File: config.mk
export PLATFORM = sky130hd
export DESIGN_NAME = lut_cfg_loader
export DESIGN_NICKNAME = d
export VERILOG_FILES = /design/src/rtl/lut_pkg.sv /design/src/rtl/lut_core.sv /design/src/rtl/lut_cfg_loader.sv
export SDC_FILE = /design/constraint.sdc
export NUM_CORES = 1
export LEC_CHECK = 0
export BUFFER_PORTS_ARGS = -buffer_cell sky130_fd_sc_hd__clkbuf_2
export CORE_ASPECT_RATIO = 0.8
export CORE_MARGIN = 2
export CORE_UTILIZATION = 55
export CTS_CLUSTER_DIAMETER = 30
export DETAILED_ROUTE_END_ITERATION = 7
export PLACE_DENSITY = 0.86
export SLEW_MARGIN = 25
export SYNTH_ARGS = -nofsm -noshare
export SYNTH_HDL_FRONTEND = slang
export SYNTH_SLANG_ARGS = --single-unit
File: constraint.sdc
create_clock -name clk -period 1.6 [get_ports clk]
set_input_delay 0.16 -clock clk [delete_from_list [all_inputs] [get_ports clk]]
set_output_delay 0.16 -clock clk [all_outputs]
set_load 0.02 [all_outputs]
File: src/rtl/lut_pkg.sv
// Shared types and helpers for the serially configured lookup table.
// The loader FSM states and the table depth calculation live here.
package lut_pkg;

  typedef enum logic [1:0] {
    IDLE   = 2'd0,
    LOAD   = 2'd1,
    COMMIT = 2'd2
  } lut_cfg_state_e;

  localparam int LUT_ADDR_W_DEF = 3;

  function automatic int lut_depth(input int addr_w);
    return 2 ** addr_w;
  endfunction

endpackage

File: src/rtl/lut_core.sv
// Active lookup table: holds the committed truth table and serves the
// combinational addr -> data read port.
module lut_core
  import lut_pkg::*;
#(
  parameter int                            ADDR_W     = LUT_ADDR_W_DEF,
  parameter logic [lut_depth(ADDR_W)-1:0]  INIT_TABLE = '0
) (
  input  logic                            clk,
  input  logic                            rst,
  input  logic                            commit,
  input  logic [lut_depth(ADDR_W)-1:0]    load_data,
  input  logic [ADDR_W-1:0]               addr,
  output logic                            data
);

  localparam int DEPTH = lut_depth(ADDR_W);

  logic [DEPTH-1:0] active_r;

  // Active table register, replaced as a whole on a commit strobe
  always_ff @(posedge clk or posedge rst) begin
    if (rst) begin
      active_r <= INIT_TABLE;
    end else if (commit) begin
      active_r <= load_data;
    end
  end

  assign data = active_r[addr];

endmodule

File: src/rtl/lut_cfg_loader.sv
// Serial configuration writer for lut_core: bits are collected into a
// shadow register and committed atomically once the full table is received.
module lut_cfg_loader
  import lut_pkg::*;
#(
  parameter int                            ADDR_W     = LUT_ADDR_W_DEF,
  parameter logic [lut_depth(ADDR_W)-1:0]  INIT_TABLE = '0
) (
  input  logic               clk,
  input  logic               rst,
  input  logic               cfg_start,
  input  logic               cfg_abort,
  input  logic               cfg_valid,
  input  logic               cfg_bit,
  output logic               cfg_ready,
  output logic               cfg_done,
  output logic               busy,
  input  logic [ADDR_W-1:0]  addr,
  output logic               data
);

  localparam int                DEPTH    = lut_depth(ADDR_W);
  localparam int                CNT_W    = ADDR_W + 1;
  localparam logic [CNT_W-1:0]  LAST_IDX = CNT_W'(DEPTH - 1);

  lut_cfg_state_e    state_r;
  logic [CNT_W-1:0]  cnt_r;
  logic [DEPTH-1:0]  shadow_r;
  logic              cfg_ready_r;
  logic              cfg_done_r;
  logic              busy_r;
  logic              commit_s;

  // Load-session FSM with registered handshake and status outputs
  always_ff @(posedge clk or posedge rst) begin
    if (rst) begin
      state_r     <= IDLE;
      cnt_r       <= '0;
      shadow_r    <= '0;
      cfg_ready_r <= 1'b0;
      cfg_done_r  <= 1'b0;
      busy_r      <= 1'b0;
    end else begin
      cfg_done_r <= 1'b0;
      case (state_r)
        IDLE: begin
          if (cfg_start) begin
            state_r     <= LOAD;
            cnt_r       <= '0;
            cfg_ready_r <= 1'b1;
            busy_r      <= 1'b1;
          end
        end
        LOAD: begin
          // abort takes priority over a beat offered in the same cycle
          if (cfg_abort) begin
            state_r     <= IDLE;
            cfg_ready_r <= 1'b0;
            busy_r      <= 1'b0;
          end else if (cfg_valid && cfg_ready_r) begin
            shadow_r[cnt_r[ADDR_W-1:0]] <= cfg_bit;
            cnt_r                       <= cnt_r + CNT_W'(1);
            if (cnt_r == LAST_IDX) begin
              state_r     <= COMMIT;
              cfg_ready_r <= 1'b0;
            end
          end
        end
        COMMIT: begin
          state_r    <= IDLE;
          busy_r     <= 1'b0;
          cfg_done_r <= 1'b1;
        end
        default: begin
          state_r     <= IDLE;
          cfg_ready_r <= 1'b0;
          busy_r      <= 1'b0;
        end
      endcase
    end
  end

  assign commit_s  = (state_r == COMMIT);
  assign cfg_ready = cfg_ready_r;
  assign cfg_done  = cfg_done_r;
  assign busy      = busy_r;

  lut_core #(
    .ADDR_W     (ADDR_W),
    .INIT_TABLE (INIT_TABLE)
  ) u_core (
    .clk       (clk),
    .rst       (rst),
    .commit    (commit_s),
    .load_data (shadow_r),
    .addr      (addr),
    .data      (data)
  );

endmodule
==> results.txt <==
VDD sags by at most 0.000683 V. For the worst-skew pair, the clock arrives at the later sink with an insertion delay of 0.31 ns. The total die area was 0.00266 mm2; the number of search-and-repair iterations in the first detailed-routing pass was 4. The HPWL after detailed placement was 1740 um.

The first global-routing pass estimated 3730 um of wire. After synthesis, the netlist uses 32 different library cells. Post-CTS timing repair inserted 0 buffers for setup. The dominant combinational cell family by area after synthesis was multiplexers.

The total via count after detailed routing was 900. The simple-gate area share of the yosys netlist was 16.9%. At the end of routability-driven placement, the weighted congestion stood at 0.858.

The area of the core region is 0.00214 mm2, and the number of clock buffers inserted by TritonCTS is 3. In this run the worst hold path is classified as input pin to flop. Across all register-to-register paths, the minimum setup slack is 0.13 ns.

Setup repair after global routing could not meet its margin everywhere. The time the final worst path needs with I/O delays and setup was 1.76 ns; the flip-flop and latch count after synthesis was 25. The relative slew slack came out at 76.6%. In the synthesized netlist, the number of instances is 106.

At the pin with the least slew margin, the transition time is 0.351 ns. Of the total power, the clock network draws 21.3%. The library cell used most frequently in the layout, excluding fill and tap cells, is sky130_fd_sc_hd__dfrtp_1.

The tree is rooted in a sky130_fd_sc_hd__clkbuf_4. The internal power of the cells totals 0.000889 W. The tree built by TritonCTS fans out to 25 sinks.

Maximum fanout count along the critical path: 2. After synthesis, flip-flops and latches occupy 50.4% of the total area. In the routed layout, each cell is associated on average with a via count of 6.16. The run gives 0.00124 W as the overall power of the completed layout. The number of design rule violations left after detail routing is 0, and the switching share of power is 28.5%.

The checks that failed: setup timing. The utilization after layout was 63.6%; the number of max-cap violations was 0. Yosys printed 0 warnings. The setup-violating endpoint count in the final report was 1; the leftover overflow at the end of global routing was 0. TritonCTS built the clock tree.

The number of buffers on the longest clock path came out at 2. The worst setup path is captured at an output port. The switching power was 0.000355 W; the share of cell area taken by muxes after synthesis was 19.1%. Of the total power, registers draw 63.6%. The first routing iteration left 48 violations. STA classifies the critical path startpoint as a flop.

The via count of the first global-routing pass is 853. Number of hold violations in the final report: 0. The compound-gate portion of the synthesized area was 7.86%; the number of ports placed on the die boundary was 13.

The post-placement worst setup slack came out at 0.183 ns. The area growth from synthesis to layout is 9.68%. The clock transition at the registers of the reported paths is 0.12 ns. The share of post-route cells with drive strength above 1 was 26.4%; the total wirelength of the detailed-routed design was 2310 um. The number of antenna violations at the first check in global routing was 0.

For the count of pins over their slew limit, the log shows 0. The width of the die works out to 57.1 um. The tools report the combinational fraction of design power as 15.2%. The clock tree skew after final layout is 0.00750 ns. The die is 46.5 um tall. Global routing consumed, over all layers together, 18.9% of the routing resources.

The worst setup path is of the flop to output port kind. In this run the remaining antenna-violating nets after routing total 0. The top cell types in the final layout, fill and taps aside, are sky130_fd_sc_hd__dfrtp_1, sky130_fd_sc_hd__nand2_1, sky130_fd_sc_hd__clkbuf_2. The effective utilization at floorplan is 58.0%. The minimum setup slack in the final design was -0.156 ns; the per-instance average area after synthesis was 11.7 um2. For this run, the top clock speed supported by timing is 569 MHz. Port buffering added 12 buffers.

The run gives 1.60 ns as the arrival time of the worst setup path. Power spread over the standard cell area amounts to 913 mW/mm2. In the final design database the tool counted 132 nets. Of the total synthesized cell area, the portion taken by full adders, half adders and majority gates is 1.01%. The tools report the row count as 15. Synthesis produced a netlist with a net count of 116. The mapped netlist covers 0.00124 mm2.

0 antenna diodes ended up in the layout. The flow ran to the end, but the final reports show violations. The worst path uses 110% of the clock period.

The logs give 26 for the pin count of the biggest net entering global routing and 1.44 ns for the worst path required time. For the leakage power, the log shows 0.672 nW. The depth of the CTS H-tree came out at 1. After detailed routing, the average wire length per cell comes to 15.8 um. Fill cells in the final layout number 176. The xor-xnor portion of the synthesized cell area is 0%.
[cell usage after synthesis, drive strengths merged]
cell type | instances | area (um2)
o21ai | 4 | 20.0
nor4b | 1 | 15.0
and4 | 1 | 8.76
o211ai | 2 | 15.0
o21bai | 1 | 7.51
nor3 | 2 | 15.0
o22ai | 1 | 6.26
a21oi | 3 | 15.0
a31oi | 1 | 6.26
and3 | 2 | 12.5
a221o | 1 | 10.0
nor2 | 5 | 18.8
nand4b | 1 | 8.76
mux4 | 2 | 45.0
nand2b | 3 | 18.8
nor4 | 1 | 12.5
inv | 5 | 18.8
ha | 1 | 12.5
buf | 5 | 40.0
nand3 | 4 | 20.0
and4b | 2 | 20.0
mux2 | 17 | 191
nand2 | 11 | 41.3
o311ai | 2 | 17.5
nand4 | 3 | 18.8
dfrtp | 25 | 626
[kinds of logic after synthesis]
kind of cell / count (synthesis)
muxes: 19
and+or+nand+nor: 36
AOI/OAI and AO/OA: 15
DFF: 25
buffers and inverters: 10
adders and majority gates: 1
[what timing repair did]
action                     4_1_cts  5_1_grt
hold endpoints to repair        25        0
cloned                           0        0
gates resized for setup          0        4
setup endpoints to repair        1        1
pin swaps                        0        0
hold buffers                     1        0
[metal layers]
| metal | share of wire (%) | global-route usage, % |
|---|---|---|
| met5 | 0 | 0 |
| met4 | 0.65 | 4.19 |
| met3 | 5.6 | 5.90 |
| met2 | 48 | 31.7 |
| met1 | 46 | 24.7 |
[final cells by class]
type	count	area, um2	share of cell area (%)
clock buffer	4	26.3	1.93
inverter	5	18.8	1.38
multi-input combinational	71	561	41.2
sequential	25	626	46.0
tap	25	31.3	2.30
timing repair buffer	16	98.8	7.26
[registers in the layout, indices dropped and copies added (netlist names)]
register,cells
state_r,2
u_core.active_r,8
cfg_ready,1
cfg_done,1
busy,1
shadow_r,8
cnt_r,4
[per-stage QoR]
stage	cells	area [um2]	hold WS, ns	setup TNS [ns]
CTS	146	1350	0.140	-0.179
global route	146	1360	0.155	-0.204
finish	146	1360	0.151	-0.156
global placement	141	1320	0.199	0
detailed placement	141	1320	0.213	0
floorplan	106	1240	0.187	0
[worst paths after layout]
check | from | endpoint | depth (start not counted)
max | u_core.active_r[0] | data | 3
min | cfg_bit | shadow_r[2] | 2
max reg2reg | cnt_r[1] | state_r[0] | 4
min reg2reg | shadow_r[1] | shadow_r[1] | 1
max in group asynchronous | rst | busy | 4
min in group asynchronous | rst | shadow_r[0] | 4
[critical path: stages, from the launching register on]
cell	delay (ns)
sky130_fd_sc_hd__dfrtp_1	0.41
sky130_fd_sc_hd__mux4_2	0.45
sky130_fd_sc_hd__mux2_4	0.29
sky130_fd_sc_hd__buf_6	0.13
[power groups by stage]
stage	logic, W	clock network [W]	registers (W)
after floorplan	0.000171	0	0.000766
after global placement	0.000178	0	0.000793
after detailed placement	0.000190	0	0.000801
after CTS	0.000190	0.000282	0.000789
after global routing	0.000209	0.000307	0.000802
final	0.000189	0.000265	0.000790
Power figures use the tool's default switching activity.
